## src/rtl/unified_mem_arbiter_pkg.sv

```systemverilog
// Shared definitions for the unified instruction/data memory arbiter.
// Contents:
//   - default sizes: backing memory bytes, address width, fetch and data
//     transfer lengths
//   - arbiter state encoding, requester (owner) encoding
//   - status codes; a caller maps an address error onto STAT_ADR
//   - helper used by the grant logic to range-check a transfer
package unified_mem_arbiter_pkg;

  localparam int unsigned MEM_BYTES_DEF   = 1024;
  localparam int unsigned MEM_AW_DEF      = 10;
  localparam int unsigned FETCH_BYTES_DEF = 10;
  localparam int unsigned DATA_BYTES_DEF  = 8;
  // Wide enough to hold the longest transfer length and the byte index
  localparam int unsigned LEN_W           = 4;

  typedef enum logic [2:0] {
    IDLE = 3'd0,
    F_RD = 3'd1,
    D_RD = 3'd2,
    D_WR = 3'd3,
    DONE = 3'd4
  } state_e;

  typedef enum logic {
    OWNER_FETCH = 1'b0,
    OWNER_DATA  = 1'b1
  } owner_e;

  typedef enum logic [1:0] {
    STAT_AOK = 2'd0,
    STAT_HLT = 2'd1,
    STAT_ADR = 2'd2,
    STAT_INS = 2'd3
  } stat_e;

  // A transfer of len bytes starting at addr is illegal when its last byte
  // would fall past the end of memory. Subtracting len from the memory size
  // (instead of adding it to addr) keeps huge addresses from wrapping around.
  function automatic logic addrOutOfRange(input logic [63:0] addr,
                                          input logic [63:0] memBytes,
                                          input logic [63:0] len);
    return addr > (memBytes - len);
  endfunction

endpackage

```

## src/rtl/unified_mem_arbiter_byte_seq.sv

```systemverilog
// Byte sequencer for the unified memory arbiter.
// Ports:
//   clk_i    clock
//   reset_i  synchronous active-high reset, clears the index
//   start_i  restart the sequence at byte 0 on the next cycle
//   len_i    transfer length in bytes
//   k_o      index of the byte being transferred this cycle
//   last_o   high while k_o addresses the final byte of the transfer
module unified_mem_arbiter_byte_seq
  import unified_mem_arbiter_pkg::*;
(
  input  logic             clk_i,
  input  logic             reset_i,
  input  logic             start_i,
  input  logic [LEN_W-1:0] len_i,
  output logic [LEN_W-1:0] k_o,
  output logic             last_o
);

  logic [LEN_W-1:0] k_q, k_d;

  // The index saturates at len-1 instead of wrapping, so it simply parks
  // on the final byte once a transfer has finished.
  always_comb begin
    last_o = (k_q >= (len_i - LEN_W'(1)));
    k_d    = k_q;
    if (start_i) begin
      k_d = '0;
    end else if (!last_o) begin
      k_d = k_q + LEN_W'(1);
    end
  end

  // Index register
  always_ff @(posedge clk_i) begin
    if (reset_i) begin
      k_q <= '0;
    end else begin
      k_q <= k_d;
    end
  end

  assign k_o = k_q;

endmodule

```

## src/rtl/unified_mem_arbiter.sv

```systemverilog
// Arbiter sharing one byte-wide unified memory between the fetch stage
// (multi-byte instruction windows) and the memory stage (word reads/writes).
// Ports:
//   clk_i, reset_i              clock, synchronous active-high reset
//   f_req_i, f_addr_i           fetch request and start byte address
//   f_rdata_o                   fetched bytes, first byte in the MSBs
//   f_done_o, f_err_o           fetch complete pulse, address error flag
//   d_req_i, d_we_i, d_addr_i   data request, write select, start address
//   d_wdata_i                   write word, MSB byte goes to d_addr_i
//   d_rdata_o                   read word, first byte in the MSBs
//   d_done_o, d_err_o           data complete pulse, address error flag
//   mem_addr_o, mem_wdata_o     backing memory address and write byte
//   mem_we_o, mem_rdata_i       backing memory write enable, read byte
//   busy_o                      high whenever a transaction is in progress
module unified_mem_arbiter
  import unified_mem_arbiter_pkg::*;
#(
  parameter int unsigned MEM_BYTES   = MEM_BYTES_DEF,
  parameter int unsigned MEM_AW      = MEM_AW_DEF,
  parameter int unsigned FETCH_BYTES = FETCH_BYTES_DEF,
  parameter int unsigned DATA_BYTES  = DATA_BYTES_DEF
) (
  input  logic                     clk_i,
  input  logic                     reset_i,
  input  logic                     f_req_i,
  input  logic [63:0]              f_addr_i,
  output logic [8*FETCH_BYTES-1:0] f_rdata_o,
  output logic                     f_done_o,
  output logic                     f_err_o,
  input  logic                     d_req_i,
  input  logic                     d_we_i,
  input  logic [63:0]              d_addr_i,
  input  logic [8*DATA_BYTES-1:0]  d_wdata_i,
  output logic [8*DATA_BYTES-1:0]  d_rdata_o,
  output logic                     d_done_o,
  output logic                     d_err_o,
  output logic [MEM_AW-1:0]        mem_addr_o,
  output logic [7:0]               mem_wdata_o,
  output logic                     mem_we_o,
  input  logic [7:0]               mem_rdata_i,
  output logic                     busy_o
);

  localparam int unsigned FW = 8 * FETCH_BYTES;
  localparam int unsigned DW = 8 * DATA_BYTES;
  localparam logic [LEN_W-1:0] FETCH_LEN = LEN_W'(FETCH_BYTES);
  localparam logic [LEN_W-1:0] DATA_LEN  = LEN_W'(DATA_BYTES);

  state_e            state_q, state_d;
  owner_e            lastGrant_q, owner_q;
  logic              err_q;
  logic [MEM_AW-1:0] baseAddr_q;
  logic [DW-1:0]     wdata_q;
  logic [FW-1:0]     asm_q;
  logic [FW-1:0]     fRdata_q;
  logic [DW-1:0]     dRdata_q;

  logic              grantAny, grantData, reqErr, seqStart, seqLast;
  owner_e            grantOwner;
  logic [63:0]       reqAddr;
  logic [LEN_W-1:0]  reqLen, curLen, seqK;

  // Grant decision for the IDLE cycle. With both requesters asking, the one
  // not served last wins; last grant resets to fetch so data goes first.
  always_comb begin
    grantAny   = f_req_i || d_req_i;
    grantData  = d_req_i && (!f_req_i || (lastGrant_q == OWNER_FETCH));
    grantOwner = grantData ? OWNER_DATA : OWNER_FETCH;
    reqAddr    = grantData ? d_addr_i : f_addr_i;
    reqLen     = grantData ? DATA_LEN : FETCH_LEN;
    reqErr     = addrOutOfRange(reqAddr, 64'(MEM_BYTES), 64'(reqLen));
    seqStart   = (state_q == IDLE) && grantAny;
    curLen     = (owner_q == OWNER_FETCH) ? FETCH_LEN : DATA_LEN;
  end

  unified_mem_arbiter_byte_seq u_seq (
    .clk_i   (clk_i),
    .reset_i (reset_i),
    .start_i (seqStart),
    .len_i   (curLen),
    .k_o     (seqK),
    .last_o  (seqLast)
  );

  // State register; a reset in the middle of a transfer simply abandons it
  always_ff @(posedge clk_i) begin
    if (reset_i) begin
      state_q <= IDLE;
    end else begin
      state_q <= state_d;
    end
  end

  // Next-state logic. An out-of-range request skips the memory entirely and
  // reports its error in DONE on the very next cycle.
  always_comb begin
    state_d = state_q;
    case (state_q)
      IDLE: begin
        if (grantAny) begin
          if (reqErr) begin
            state_d = DONE;
          end else if (!grantData) begin
            state_d = F_RD;
          end else if (d_we_i) begin
            state_d = D_WR;
          end else begin
            state_d = D_RD;
          end
        end
      end
      F_RD, D_RD, D_WR: begin
        if (seqLast) begin
          state_d = DONE;
        end
      end
      DONE:    state_d = IDLE;
      default: state_d = IDLE;
    endcase
  end

  // Outputs. The memory bus is held at zero outside transfers, and the write
  // enable is cut by reset so an aborted write stops on the reset cycle.
  always_comb begin
    busy_o      = (state_q != IDLE);
    f_done_o    = (state_q == DONE) && (owner_q == OWNER_FETCH);
    d_done_o    = (state_q == DONE) && (owner_q == OWNER_DATA);
    f_err_o     = f_done_o && err_q;
    d_err_o     = d_done_o && err_q;
    mem_addr_o  = '0;
    mem_wdata_o = '0;
    mem_we_o    = 1'b0;
    if ((state_q == F_RD) || (state_q == D_RD) || (state_q == D_WR)) begin
      mem_addr_o = baseAddr_q + MEM_AW'(seqK);
    end
    if (state_q == D_WR) begin
      mem_wdata_o = wdata_q[DW-1 -: 8];
      mem_we_o    = !reset_i;
    end
  end

  // Datapath. Read bytes shift into the LSB end so the first byte ends up in
  // the MSBs; the final byte is merged straight into the result register so
  // the result is already valid during DONE. The write word shifts left so
  // its top byte is always the one going out.
  always_ff @(posedge clk_i) begin
    if (reset_i) begin
      lastGrant_q <= OWNER_FETCH;
      owner_q     <= OWNER_FETCH;
      err_q       <= 1'b0;
      baseAddr_q  <= '0;
      wdata_q     <= '0;
      asm_q       <= '0;
      fRdata_q    <= '0;
      dRdata_q    <= '0;
    end else begin
      case (state_q)
        IDLE: begin
          if (grantAny) begin
            lastGrant_q <= grantOwner;
            owner_q     <= grantOwner;
            err_q       <= reqErr;
            baseAddr_q  <= reqAddr[MEM_AW-1:0];
            wdata_q     <= d_wdata_i;
            asm_q       <= '0;
            if (reqErr && grantData) begin
              dRdata_q <= '0;
            end else if (reqErr) begin
              fRdata_q <= '0;
            end
          end
        end
        F_RD: begin
          asm_q <= {asm_q[FW-9:0], mem_rdata_i};
          if (seqLast) begin
            fRdata_q <= {asm_q[FW-9:0], mem_rdata_i};
          end
        end
        D_RD: begin
          asm_q <= {asm_q[FW-9:0], mem_rdata_i};
          if (seqLast) begin
            dRdata_q <= {asm_q[DW-9:0], mem_rdata_i};
          end
        end
        D_WR: begin
          wdata_q <= {wdata_q[DW-9:0], 8'h00};
        end
        default: begin
        end
      endcase
    end
  end

  assign f_rdata_o = fRdata_q;
  assign d_rdata_o = dRdata_q;

endmodule

```

## config.mk

```make
export PLATFORM = sky130hd
export DESIGN_NAME = unified_mem_arbiter
export DESIGN_NICKNAME = d
export VERILOG_FILES = /design/src/rtl/unified_mem_arbiter_pkg.sv /design/src/rtl/unified_mem_arbiter_byte_seq.sv /design/src/rtl/unified_mem_arbiter.sv
export SDC_FILE = /design/constraint.sdc
export NUM_CORES = 1
export LEC_CHECK = 0
export BUFFER_PORTS_ARGS = -buffer_cell sky130_fd_sc_hd__buf_2
export CAP_MARGIN = 15
export CORE_MARGIN = 3
export CORE_UTILIZATION = 30
export CTS_CLUSTER_DIAMETER = 150
export CTS_CLUSTER_SIZE = 8
export DETAILED_ROUTE_END_ITERATION = 12
export PLACE_DENSITY_LB_ADDON = 0.15
export SLEW_MARGIN = 20
export SYNTH_ARGS = -nofsm -noshare
export SYNTH_HDL_FRONTEND = slang
export SYNTH_HIERARCHICAL = 1
export SYNTH_SLANG_ARGS = --single-unit
```

## constraint.sdc

```tcl
create_clock -name clk_i -period 3 [get_ports clk_i]
set_input_delay 0.6 -clock clk_i [delete_from_list [all_inputs] [get_ports clk_i]]
set_output_delay 0.6 -clock clk_i [all_outputs]
set_load 0.05 [all_outputs]
```

After elaboration in Yosys (flattened, before gate mapping):

Index checks and enable logic that the tools add are counted.

* output and inout bits: 168
* word-level logic and storage cells: 81
* register bits: 299

* reduce and logical (&&, ||, !) cells: 28
* add/sub/neg operators: 4
* bitwise operators: 1
* order comparisons: 2
* muxes and demuxes: 26
* equal/unequal tests: 11

Operator list (number)
* 64-bit two-way mux: 5
* 80-bit two-way mux: 4
* 64-bit one-hot mux with 2 select lines: 2
* 80-bit one-hot mux with 2 select lines: 1
* 72-bit one-hot mux with 2 select lines: 1
* 72-bit two-way mux: 1
* 64-bit greater-than comparator: 1
* 2-bit inequality test, second input constant: 6
* 11-bit by 4-bit subtractor with 12-bit output, first input constant: 1
* 10-bit by 4-bit adder with 10-bit output: 1
* 10-bit two-way mux: 1
* 3-bit two-way mux: 3
* 8-bit two-way mux: 1
* 2-bit AND reduction: 4
* 2-bit nonzero test: 4
* 1-bit logical AND: 7
* 3-bit by 2-bit == test with 1-bit output, second input constant: 2
* 2-bit two-way mux: 3
* 3-bit one-hot mux with 2 select lines: 1
* 5-bit AND reduction: 1
* 4-bit by 1-bit adder with 4-bit output, second input constant: 1
* 4-bit >= comparator: 1
* 1-bit logical OR: 4
* 4-bit AND reduction: 1
* 11 further kinds: 15

Longest topological paths before layout:

Gate-level depths: netlist (run 1).

* depth after elaboration: 10
* gate-level depth with buffers: 12
* depth with buffers taken out: 12

Cells and area by module:

The synthesis (run 1) kept the hierarchy.

By module, submodules not included
* unified_mem_arbiter: cells an instance 1117, area each 10796.6 um^2, seq. area each 5905.7 um^2, times used 1
* unified_mem_arbiter_byte_seq: cells an instance 34, area each 300.3 um^2, seq. area each 80.1 um^2, times used 1

Worst setup path after synthesis (run 1):

OpenSTA, ideal clock, no wires.

* path kind: input -> register
* start: input d_req_i
* end: register fRdata_q[0], in the netlist f_rdata_o[0]
* slack: -0.028 ns
* stages: 11
* arrival: 2.968 ns
* setup time: 0.060 ns
* buffers on the path: 2
* path through: a21boi_4 -> clkbuf_1 -> mux2i_1 -> ha_1 -> nand2b_1 -> a21o_1 -> a211oi_2 -> o22ai_2 -> a221oi_4 -> buf_6 -> a22o_1

* cells in the longest elaborated chain, start to end: 7
* elaborated cells on any way between the ends: 11
* classes of those cells: add/sub: 1; order compare: 1; eq/ne: 3; mux: 2; reduce/logical: 4

RTL lines
* from (decl): RTL line unified_mem_arbiter.sv:30 `input logic d_req_i,`
* 1-bit logical AND: RTL line unified_mem_arbiter.sv:67 `grantData = d_req_i && (!f_req_i || (lastGrant_q == OWNER_FETCH));`
* 2-bit two-way mux: RTL line unified_mem_arbiter.sv:70 `reqLen = grantData ? DATA_LEN : FETCH_LEN;`
* 11-bit by 4-bit subtractor with 12-bit output: RTL line unified_mem_arbiter_pkg.sv:43 `return addr > (memBytes - len);`
* 64-bit greater-than comparator: RTL line unified_mem_arbiter_pkg.sv:43
* 1-bit logical AND: RTL line unified_mem_arbiter.sv:166 `if (reqErr && grantData) begin`
* 2-bit inequality test (no line)
* 5-bit AND reduction (no line) (*)
* to (signal assigned): RTL line unified_mem_arbiter.sv:176 `fRdata_q <= {asm_q[FW-9:0], mem_rdata_i};`
* to (decl): RTL line unified_mem_arbiter.sv:55 `logic [FW-1:0] fRdata_q;`

Mark *: on every way between the ends. The rest lies on a longest branch, timed or not.
A chain may end at the register's enable or synchronous reset.

Worst setup path in the final report (run 1):

* start: register u_seq.k_q[0], in the netlist u_seq/k_o[0]
* end: output mem_addr_o[6]

* cells in the longest elaborated chain, start to end: 2

RTL lines
* from (decl): RTL line unified_mem_arbiter_byte_seq.sv:20 `logic [LEN_W-1:0] k_q, k_d;`
* from (signal assigned): RTL line unified_mem_arbiter_byte_seq.sv:39 `k_q <= k_d;`
* 10-bit by 4-bit adder with 10-bit output: RTL line unified_mem_arbiter.sv:134 `mem_addr_o = baseAddr_q + MEM_AW'(seqK);`
* 10-bit two-way mux: RTL line unified_mem_arbiter.sv:133 `if ((state_q == F_RD) || (state_q == D_RD) || (state_q == D_WR)) begin`
* to (decl): RTL line unified_mem_arbiter.sv:37 `output logic [MEM_AW-1:0] mem_addr_o,`

No other way between the ends.

==> key figures, run 1 <==
Synth
  – Post-synthesis compound-gate area fraction: a little under a quarter
  – Post-synthesis mux area share: 0.0902%
  – Yosys reg bits: between 200 and 300
  – Top cell type's share of synthesized area: 53.9%
  – Post-synth top flop: dfxtp_1
  – Yosys warns: 6
  – Synth Area in XOR/XNOR: 0.868%
  – Synth Instances: between 1000 and 1500
  – Post-synth top cells: dfxtp_1, nor2_1, nand2_1
  – Avg Cell Area, Syn: roughly 9.6 um2
  – Register area share after synthesis: roughly 54%
  – Mapped Area: roughly 0.011 mm2
  – Most common cell in the synthesized netlist: dfxtp_1
  – Area leader, netlist: dfxtp_1
  – Main combinational cell family by area after synthesis: compound AO/OA/AOI/OAI gates
  – Simple-Gate Fraction of Synth Area: 15.3%
  – EDFF count, synth: 0
  – Synth area leaders: dfxtp_1, a22o_1, nor2_1
  – Adder-cell share of the synthesized area: under 10%
  – Count of cell types in the netlist: 53
  – Async SR Flop Fraction: 0%

Routing
  – Starting DRC count in detailed routing: slightly below 700
  – Via count: between 10000 and 15000
  – Met2 routed WL: between 15000 and 20000 um
  – Total routed wirelength: 37900 um
  – DR WL/cell: roughly 19 um
  – Met1 Wirelength: about 18000 um
  – Antenna-violating nets left: 0
  – Vias per cell: approximately 5.1
  – Detailed-route DRC error count: 0
  – Met3 routed WL: ~2200 um
  – TritonRoute pass-1 iters: 5
  – DR top layer: met5

Timing
  – Hold slack: 0.307 ns
  – Fin crit share: between 90% and 100%
  – Endpoints failing hold: 0
  – FMAX: around 340 MHz
  – Final Setup Violations: 0
  – Post-route setup TNS: 0 ns
  – Worst-Margin Slew: 0.709 ns
  – Max-slew violations: 0
  – Layout Skew: 0.0217 ns
  – RSZ-0062 raised after global routing: true
  – Setup slack after layout: 0.0208 ns
  – Relative slew margins: a little over half
  – Tmin final: 2.98 ns

CTS
  – CTS Buf Count: between 40 and 50
  – Root Driver: clkbuf_16
  – H-tree levels: 2
  – CTS tree: done
  – Clk Latency, worst-skew pair: roughly 0.54 ns
  – Clock-pin slew of the registers on the worst-case setup and hold paths: around 0.050 ns
  – Clk buf depth: 3
  – Clock sinks: approximately 300

Floorplanning
  – Die X: around 200 um
  – Die Y-Extent: a little under 200 um
  – Rows: between 60 and 70
  – IO Pins: around 370
  – Die area: 0.0393 mm2
  – Initial Util: between 30 and 40%
  – Core Region: 0.0360 mm2

Outcome
  – Status: finished, final reports clean

Global route
  – Total global-route track usage: a little under a fifth
  – Grt ovf: 0
  – Initial antenna violation count: 2
  – First-pass GRT wire length: ~57000 um
  – Vias in the first global route: 9811
  – Largest net degree at the start of global routing: 114

Placed design
  – Routability congestion estimate: approximately 0.96
  – Post-Place Worst Slack: 0.0255 ns
  – IO Port Bufs: roughly 370
  – Dpl hpwl: around 26000 um

Pwr
  – Total power: between 9 and 10 mW
  – Pwr Density: a little over 600 mW/mm2
  – P_leak: around 6.7 nW
  – Peak VDD IR: 0.372 mV

Critical path
  – Arr. time, crit path: 2.38 ns
  – Crit-path max FO: 3
  – Crit. End Element: output port
  – Setup Crit Path Kind: register to output port
  – Startpoint types: register
  – CP required: 2.40 ns

Finish
  – Area growth from synthesis to layout: 34.7%
  – Filler Cell Count: approximately 3600
  – Post-layout util: about two fifths
  – Final nets: ~1700
  – Layout cell share with drive strength beyond 1: between 30 and 40%

Job
  – Max_cap viols: 0

Min path
  – Hold Path Class: input port to register
-- repair_timing --
| item | 4_1_cts | 5_1_grt |
|---|---|---|
| buffers inserted | 3 | 4 |
| hold buffers | 0 | 0 |
| endpoints found under the hold margin | 0 | 0 |
| pin swaps | 2 | 9 |
| resized for setup | 13 | 17 |
| setup endpoints to repair | 6 | 6 |
-- through the flow --
| stage | instance area (um2) | std cells |
|---|---|---|
| 6_report | 15000 | 1991 |
| 2_1_floorplan | 11100 | 1154 |
| 3_3_place_gp | 13700 | 1936 |
| 5_1_grt | 15000 | 1991 |
| 4_1_cts | 14900 | 1986 |
| 3_5_place_dp | 13700 | 1936 |
-- sequential cells by signal, summed over array words and instances (netlist names) --
register and cells:
err_q 1, owner_q 1, d_rdata_o 64, f_rdata_o 80
state_q 3, baseAddr_q 10, u_seq/k_o 4, wdata_q 64
asm_q 72
-- cells in the final DEF (no fill, tap or decap), types with 3 or more instances in the layout --
| master | Yosys | final |
|---|---|---|
| dfxtp_1 | 299 | 296 |
| inv_1 | 11 | 10 |
| nand4_1 | 7 | 7 |
| a22oi_1 | 72 | 72 |
| buf_12 | 0 | 16 |
| xor2_1 | 7 | 7 |
| nor3_1 | 7 | 7 |
| a22o_1 | 144 | 144 |
| nand2_1 | 156 | 156 |
| conb_1 | 2 | 5 |
| a21oi_1 | 14 | 13 |
| o21ai_0 | 6 | 3 |
| clkbuf_16 | 0 | 44 |
| inv_2 | 2 | 3 |
| ha_1 | 11 | 10 |
| and2_1 | 10 | 10 |
| a311oi_1 | 65 | 65 |
| nor4_1 | 27 | 27 |
| xnor2_1 | 4 | 4 |
| buf_4 | 0 | 41 |
| nor2_1 | 168 | 165 |
| nor2_4 | 0 | 3 |
| nand2b_1 | 3 | 3 |
| nand3_1 | 4 | 4 |
| buf_2 | 12 | 364 |
-- per-layer routing --
layer,track usage (%),vias to the layer above
li1,-,4939
met1,27.0,4817
met2,27.6,275
met3,4.03,49
met4,4.74,2
met5,0,-
-- logic make-up after synthesis --
group                    Yosys count
AND/OR/NAND/NOR                  399
AO/OA/AOI/OAI                    319
flip-flops                       299
buffers and inverters            108
adder cells (fa/ha/maj)           12
XOR/XNOR                          11
other                              2
multiplexers                       1
-- final timing paths --
kind / slack, ns / cells after the start / end / from
worst min register to register: 0.45 / 2 / wdata_q[1] / wdata_q[1]
worst min-delay path: 0.31 / 3 / wdata_q[6] / d_wdata_i[6]
worst max register to register: 0.36 / 11 / d_rdata_o[17] / owner_q
worst max-delay path: 0.02 / 10 / mem_addr_o[6] / u_seq/k_o[0]
-- critical path: stages, from the launching register on --
cell	delay, ns
dfxtp_4	0.36
ha_4	0.14
inv_2	0.04
fa_2	0.38
nor2b_4	0.14
o21ai_2	0.08
a21boi_2	0.18
nand2_1	0.08
xor2_1	0.15
nor2_1	0.13
buf_6	0.17
-- area by class of cell --
class                   instances  area (um2)  share of cell area, %
inverters                      13        48.8                  0.326
clock inverters                 3        32.5                  0.218
clock buffers                  44        1100                   7.36
multi-input cells             747        4720                   31.6
repair buffers                423        2470                   16.5
flip-flops and latches        299        5990                   40.1
diodes                          1        2.50                 0.0167
well taps                     461         577                   3.86
-- report_power, final --
part / total (mW) / switching (mW) / leakage [nW] / internal, mW
Combinational: 0.690 / 0.395 / 3.68 / 0.294
Sequential: 4.12 / 0.0572 / 2.43 / 4.06
Clock: 4.22 / 1.66 / 0.554 / 2.57
No activity file was read; power rests on OpenSTA's default activity.
==> run 2, diff against run 1 <==
Settings changed: CTS_BUF_LIST from default to sky130_fd_sc_hd__clkbuf_4 sky130_fd_sc_hd__clkbuf_8, PLACE_DENSITY_LB_ADDON 0.15 to 0.12.
Clock period 3 ns to 2.86 ns, I/O delays scaled along.
==> run 2 against run 1 <==
Effect of this change: the run now ends with setup timing left; power fell by 13%; sequential share of layout area rose by 1.6 points; flip-flop and latch count did not move; combinational power fell by 1%; cell area fell by 4.0%; global-route usage fell by 0.096 points; non-clock buffer count fell by 10; setup slack got worse by 0.10 ns; register-to-register slack got worse by 0.15 ns; sequential power rose by 5%; routed wire length fell by 0.59%; die area did not move.
==> key figures, run 2 (synthesis results as in run 1) <==
Placed design
  – Placed Instances: 1929 (-0.36%)
  – IO Port Bufs: 372 (unchanged)
  – Routability congestion estimate: 1.00 (+4.5%)
  – Cell area after placement: 0.0136 mm2 (-0.65%)
  – Dpl hpwl: 25900 um (-1.2%)

Routing
  – Detailed-route DRC error count: 0 (unchanged)
  – Via count: 10100 (+0.18%)
  – DR top layer: met5
  – Met3 routed WL: 2400 um (+10%)
  – Met1 Wirelength: 17600 um (-1.8%)
  – Total routed wirelength: 37600 um (-0.59%)
  – Antenna-violating nets left: 0 (unchanged)
  – Vias per cell: 5.09 (+0.53%)
  – TritonRoute pass-1 iters: 5 (unchanged)
  – Starting DRC count in detailed routing: 636 (-8.6%)
  – DR WL/cell: 19.0 um (-0.24%)
  – Met2 routed WL: 16800 um (-1.8%)

Global route
  – Vias in the first global route: 9719 (-0.94%)
  – First-pass GRT wire length: 57400 um (about the same)
  – Largest net degree at the start of global routing: 114 (unchanged)
  – Grt ovf: 0 (unchanged)
  – Total global-route track usage: 18.4% (-0.096 points)
  – Initial antenna violation count: 6 (+4)

CTS
  – CTS tree: done
  – Clk buf depth: 3 (unchanged)
  – Clock-pin slew of the registers on the worst-case setup and hold paths: 0.07 ns (+0.02 ns)
  – Clock sinks: 299 (unchanged)
  – H-tree levels: 2 (unchanged)
  – Hold-fix buffer count after cts: 0 (unchanged)
  – CTS Buf Count: 43 (unchanged)
  – Root Driver: clkbuf_8
  – Clk Latency, worst-skew pair: 0.55 ns (about the same)

Finish
  – Layout cell share with drive strength beyond 1: 32.6% (-0.092 points)
  – Area growth from synthesis to layout: 29.4%
  – Final Non-Filler Cells: 1984 (-0.35%)
  – Largest register FFs: 80 (unchanged)
  – Most frequent cells in the layout: buf_2, dfxtp_1, nor2_1
  – Cell area after layout: 0.0144 mm2 (-4.0%)
  – Leading cell type in the layout, fill and taps excluded: buf_2
  – Final nets: 1734 (-0.57%)

Timing
  – RSZ-0062 raised after global routing: true
  – Worst-Margin Slew: 0.773 ns (+0.0646 ns)
  – Fin crit share: 103%
  – Tmin final: around 2.9 ns
  – Final Setup Violations: 4 (+4)
  – Layout Skew: 0.0222 ns (+0.000501 ns)
  – Endpoints failing hold: 0 (unchanged)
  – FMAX: 340 MHz
  – Setup slack after layout: -0.0797 ns (-0.101 ns)
  – Relative slew margins: 48.4% (-4.3 points)
  – Max-slew violations: 0 (unchanged)

Floorplanning
  – Die Y-Extent: 198 um (unchanged)
  – Core Region: 0.0360 mm2 (unchanged)
  – IO Pins: 373 (unchanged)
  – Initial Util: 30.8% (unchanged)
  – Die X: 198 um (unchanged)
  – Rows: 69 (unchanged)
  – Die area: 0.0393 mm2 (unchanged)

Critical path
  – Slowest cell on crit path: fa_2
  – CP cell instances: ha_4, inv_2, fa_2, nor2b_4, o21ai_2, a21boi_2, nand2_1, xor2_1, nor2_2, buf_6
  – Largest stage delay, worst path: 0.36 ns (-0.02 ns)
  – Startpoint types: register
  – Crit-path max FO: 3 (unchanged)
  – CP required: 2.29 ns (-0.11 ns)
  – CP startpoint: baseAddr_q[0]
  – R2r startpoint: owner_q
  – Crit. End Element: output port
  – Arr. time, crit path: 2.37 ns (about the same)
  – Setup Crit Path Kind: register to output port

Min path
  – Hold Path Class: input port to register
  – Hold Crit Start: d_wdata_i[1]

Pwr
  – P_leak: 6.37 nW (-4.4%)
  – Pwr Density: 549 mW/mm2 (-9.1%)
  – Peak VDD IR: 0.274 mV (-26%)

Outcome
  – Status: finished, violations left
  – Failing checks: setup timing

Job
  – Max_cap viols: 0 (unchanged)
-- run 2: cell count changes in the layout (fill, tap and decap cells not counted), sizes merged --
cell    change
inv         -1
buf        -10
clkbuf      +1
diode       +4
clkinv      -1
-- run 2: per-stage QoR --
stage	total power, mW	setup slack [ns]	setup TNS, ns	util [%]	hold WS, ns
after global placement	5.08	-0.0402	-3.20	37.8	0.446
after global routing	8.28	-0.200	-1.04	39.9	0.222
after detailed placement	5.08	-0.0777	-8.34	37.8	0.451
after CTS	8.02	-0.106	-0.460	39.8	0.200
after floorplan	4.77	0.00352	0	-	0.437
final	7.88	-0.0797	-0.166	39.9	0.260
-- run 2: worst paths after layout --
check / end / cells after the start / slack, ns
setup / recovery: mem_addr_o[6] / 10 / -0.08
hold / removal: wdata_q[1] / 3 / 0.26
setup reg to reg: d_rdata_o[23] / 10 / 0.21
hold reg to reg: wdata_q[3] / 2 / 0.46
-- run 2: critical path, delay by kind of cell (launching register included) --
kind                       cells  cell delay (ns)
AOI/OAI and AO/OA              2             0.27
DFF                            1             0.35
and+or+nand+nor                3             0.35
adders and majority gates      2             0.50
xor gates and xnor gates       1             0.16
buffers and inverters          2             0.19
-- run 2: what timing repair did --
item	4_1_cts	5_1_grt
buffers inserted	3	1
gates resized for setup	25	7
endpoints found under the setup margin	6	124
pin swaps	7	7
-- run 2: final cells by class --
class	count	area (um2)
clock inverters	1	7.51
flip-flops and latches	299	5990
well taps	461	577
inverters	13	48.8
diodes	5	12.5
clock buffers	45	619
repair buffers	413	2360
multi-input cells	747	4740
fillers	3660	21600
-- run 2: per-layer routing --
| layer | up-vias | global-route usage [%] |
|---|---|---|
| met5 | - | 0 |
| met4 | 2 | 5.09 |
| met3 | 56 | 4.13 |
| met2 | 301 | 27.7 |
| met1 | 4817 | 26.5 |
| li1 | 4924 | - |
-- run 2: power by group --
part / internal, mW / switching (mW)
registers: 4.25 / 0.0602
logic: 0.273 / 0.408
clock network: 1.39 / 1.49
total: 5.92 / 1.96
==> run 3, diff against run 2 <==
Clock period 2.86 ns to 3 ns, I/O delays scaled along.
==> run 3 against run 2 <==
Effect of this change: the flow now finishes without violations; sequential power is 5% lower; cell area decreased by 0.31%; clock skew shrank 0.00054 ns; via count shrank 1.2%; register-to-register slack better by 0.08 ns; largest power group unchanged; clock power decreased by 4%; sequential share of layout area up 0.11 points; largest cell class unchanged; worst hold slack improved by 0.0070 ns; first-iteration DRC count up 7.2%; global-route usage up 0.47 points; critical path depth unchanged; combinational power down 3.4%.
==> key figures, run 3 (synthesis results as in run 1) <==
Outcome
  – Status: finished, final reports clean

Min path
  – Hold Crit Start: d_wdata_i[4]
  – Hold Path Class: input port to register

CTS
  – Clk buf depth: 3 (unchanged)
  – CTS tree: done
  – Root Driver: clkbuf_8
  – Clk Latency, worst-skew pair: 0.56 ns (about the same)
  – Clock-pin slew of the registers on the worst-case setup and hold paths: 0.07 ns (about the same)
  – CTS Buf Count: 43 (unchanged)
  – H-tree levels: 2 (unchanged)
  – Clock sinks: 299 (unchanged)
  – Hold-fix buffer count after cts: 0 (unchanged)

Floorplanning
  – Initial Util: 30.8% (unchanged)
  – Die area: 0.0393 mm2 (unchanged)
  – Core Region: 0.0360 mm2 (unchanged)
  – Rows: 69 (unchanged)
  – IO Pins: 373 (unchanged)
  – Die X: 198 um (unchanged)
  – Die Y-Extent: 198 um (unchanged)

Timing
  – Worst-Margin Slew: 0.776 ns (+0.00271 ns)
  – RSZ-0062 raised after global routing: true
  – Relative slew margins: 48.3% (-0.18 points)
  – Endpoints failing hold: 0 (unchanged)
  – Tmin final: between 2 and 3 ns
  – Fin crit share: a little over nine tenths
  – Setup slack after layout: 0.0507 ns (+0.130 ns)
  – FMAX: 339 MHz
  – Layout Skew: 0.0216 ns (-0.000538 ns)
  – Hold slack: 0.267 ns (+0.00700 ns)
  – Max-slew violations: 0 (unchanged)
  – Final Setup Violations: 0 (-4)

Pwr
  – Total power: 7.54 mW (-4.4%)
  – P_leak: 6.36 nW (-0.10%)
  – Pwr Density: 527 mW/mm2 (-4.1%)
  – Peak VDD IR: 0.298 mV (+8.6%)

Critical path
  – Startpoint types: register
  – Setup Crit Path Kind: register to output port
  – Arr. time, crit path: 2.35 ns (-0.02 ns)
  – CP startpoint: baseAddr_q[0]
  – CP required: 2.40 ns (+0.11 ns)
  – Crit-path max FO: 3 (unchanged)
  – Crit. End Element: output port
  – R2r startpoint: owner_q

Placed design
  – Cell area after placement: 0.0136 mm2 (-0.38%)
  – IO Port Bufs: 372 (unchanged)
  – Post-Place Worst Slack: -0.119 ns (-0.0416 ns)
  – Dpl hpwl: 26900 um (+3.9%)
  – Routability congestion estimate: 0.988 (-1.2%)

Routing
  – Total routed wirelength: 38700 um (+2.8%)
  – Detailed-route DRC error count: 0 (unchanged)
  – TritonRoute pass-1 iters: 5 (unchanged)
  – DR WL/cell: 19.5 um (+2.7%)
  – Starting DRC count in detailed routing: 682 (+7.2%)
  – Vias per cell: 5.02 (-1.3%)
  – Via count: 9974 (-1.2%)
  – Antenna-violating nets left: 0 (unchanged)

Global route
  – Grt ovf: 0 (unchanged)
  – Initial antenna violation count: 3 (-3)
  – Largest net degree at the start of global routing: 88 (-23%)
  – Total global-route track usage: 18.8% (+0.47 points)
  – Vias in the first global route: 9450 (-2.8%)
  – First-pass GRT wire length: 58300 um (+1.5%)

Finish
  – Multi-input logic area: 0.00473 mm2 (-0.18%)
  – Post-layout util: 39.8% (-0.12 points)
  – Most frequent cells in the layout: buf_2, dfxtp_1, nor2_1
  – Final nets: 1738 (+0.23%)
  – Leading cell type in the layout, fill and taps excluded: buf_2
  – Area growth from synthesis to layout: 29.0%
  – Sequential Area: 0.00599 mm2 (about the same)
  – Largest register FFs: 80 (unchanged)
  – Cell area after layout: 0.0143 mm2 (-0.31%)
  – Filler Cell Count: 3683 (+0.63%)
  – Layout cell share with drive strength beyond 1: 32.6% (-0.041 points)

Job
  – Max_cap viols: 0 (unchanged)
run 3: timing repair:
item | CTS | global route
gates resized for setup | 21 | 5
pin swaps | 6 | 10
endpoints found under the setup margin | 6 | 33
setup buffers | 5 | 3
run 3: metal layers:
layer	global-route usage (%)	routed length, um
met1	28.2	18600
met2	27.6	17200
met3	4.08	2310
met4	4.38	530
met5	0	9
run 3: through the flow:
step | cells | setup TNS (ns)
floorplan | 1154 | 0
global placement | 1929 | -4.85
detailed placement | 1929 | -9.04
CTS | 1981 | -0.116
global route | 1986 | -0.520
finish | 1986 | 0
run 3: worst max-delay path: stages, from the launching register on:
cell	delay [ns]
dfxtp_2	0.36
ha_4	0.14
inv_2	0.03
fa_2	0.33
nor2b_2	0.15
o21ai_2	0.08
a21boi_2	0.17
nand2_1	0.08
xor2_1	0.15
nor2_1	0.13
buf_6	0.17
run 3: path summary, 6_finish.rpt:
path | end | slack, ns | depth (start not counted)
hold / removal | wdata_q[4] | 0.27 | 3
setup reg to reg | d_rdata_o[21] | 0.29 | 10
setup / recovery | mem_addr_o[8] | 0.05 | 10
hold reg to reg | wdata_q[6] | 0.46 | 2
run 3: final cells by class:
cell class	count	share of cell area [%]
Sequential cell	299	41.8
Multi-Input combinational cell	747	33.0
Timing Repair Buffer	417	16.4
Clock buffer	43	4.13
Tap cell	461	4.03
Inverter	13	0.341
Clock inverter	4	0.210
Antenna cell	2	0.0350
run 3: power breakdown:
group	total, mW	switching (mW)	internal [mW]
Sequential	4.11	0.0575	4.05
Combinational	0.658	0.396	0.262
Clock	2.77	1.48	1.29
Total	7.54	1.93	5.60
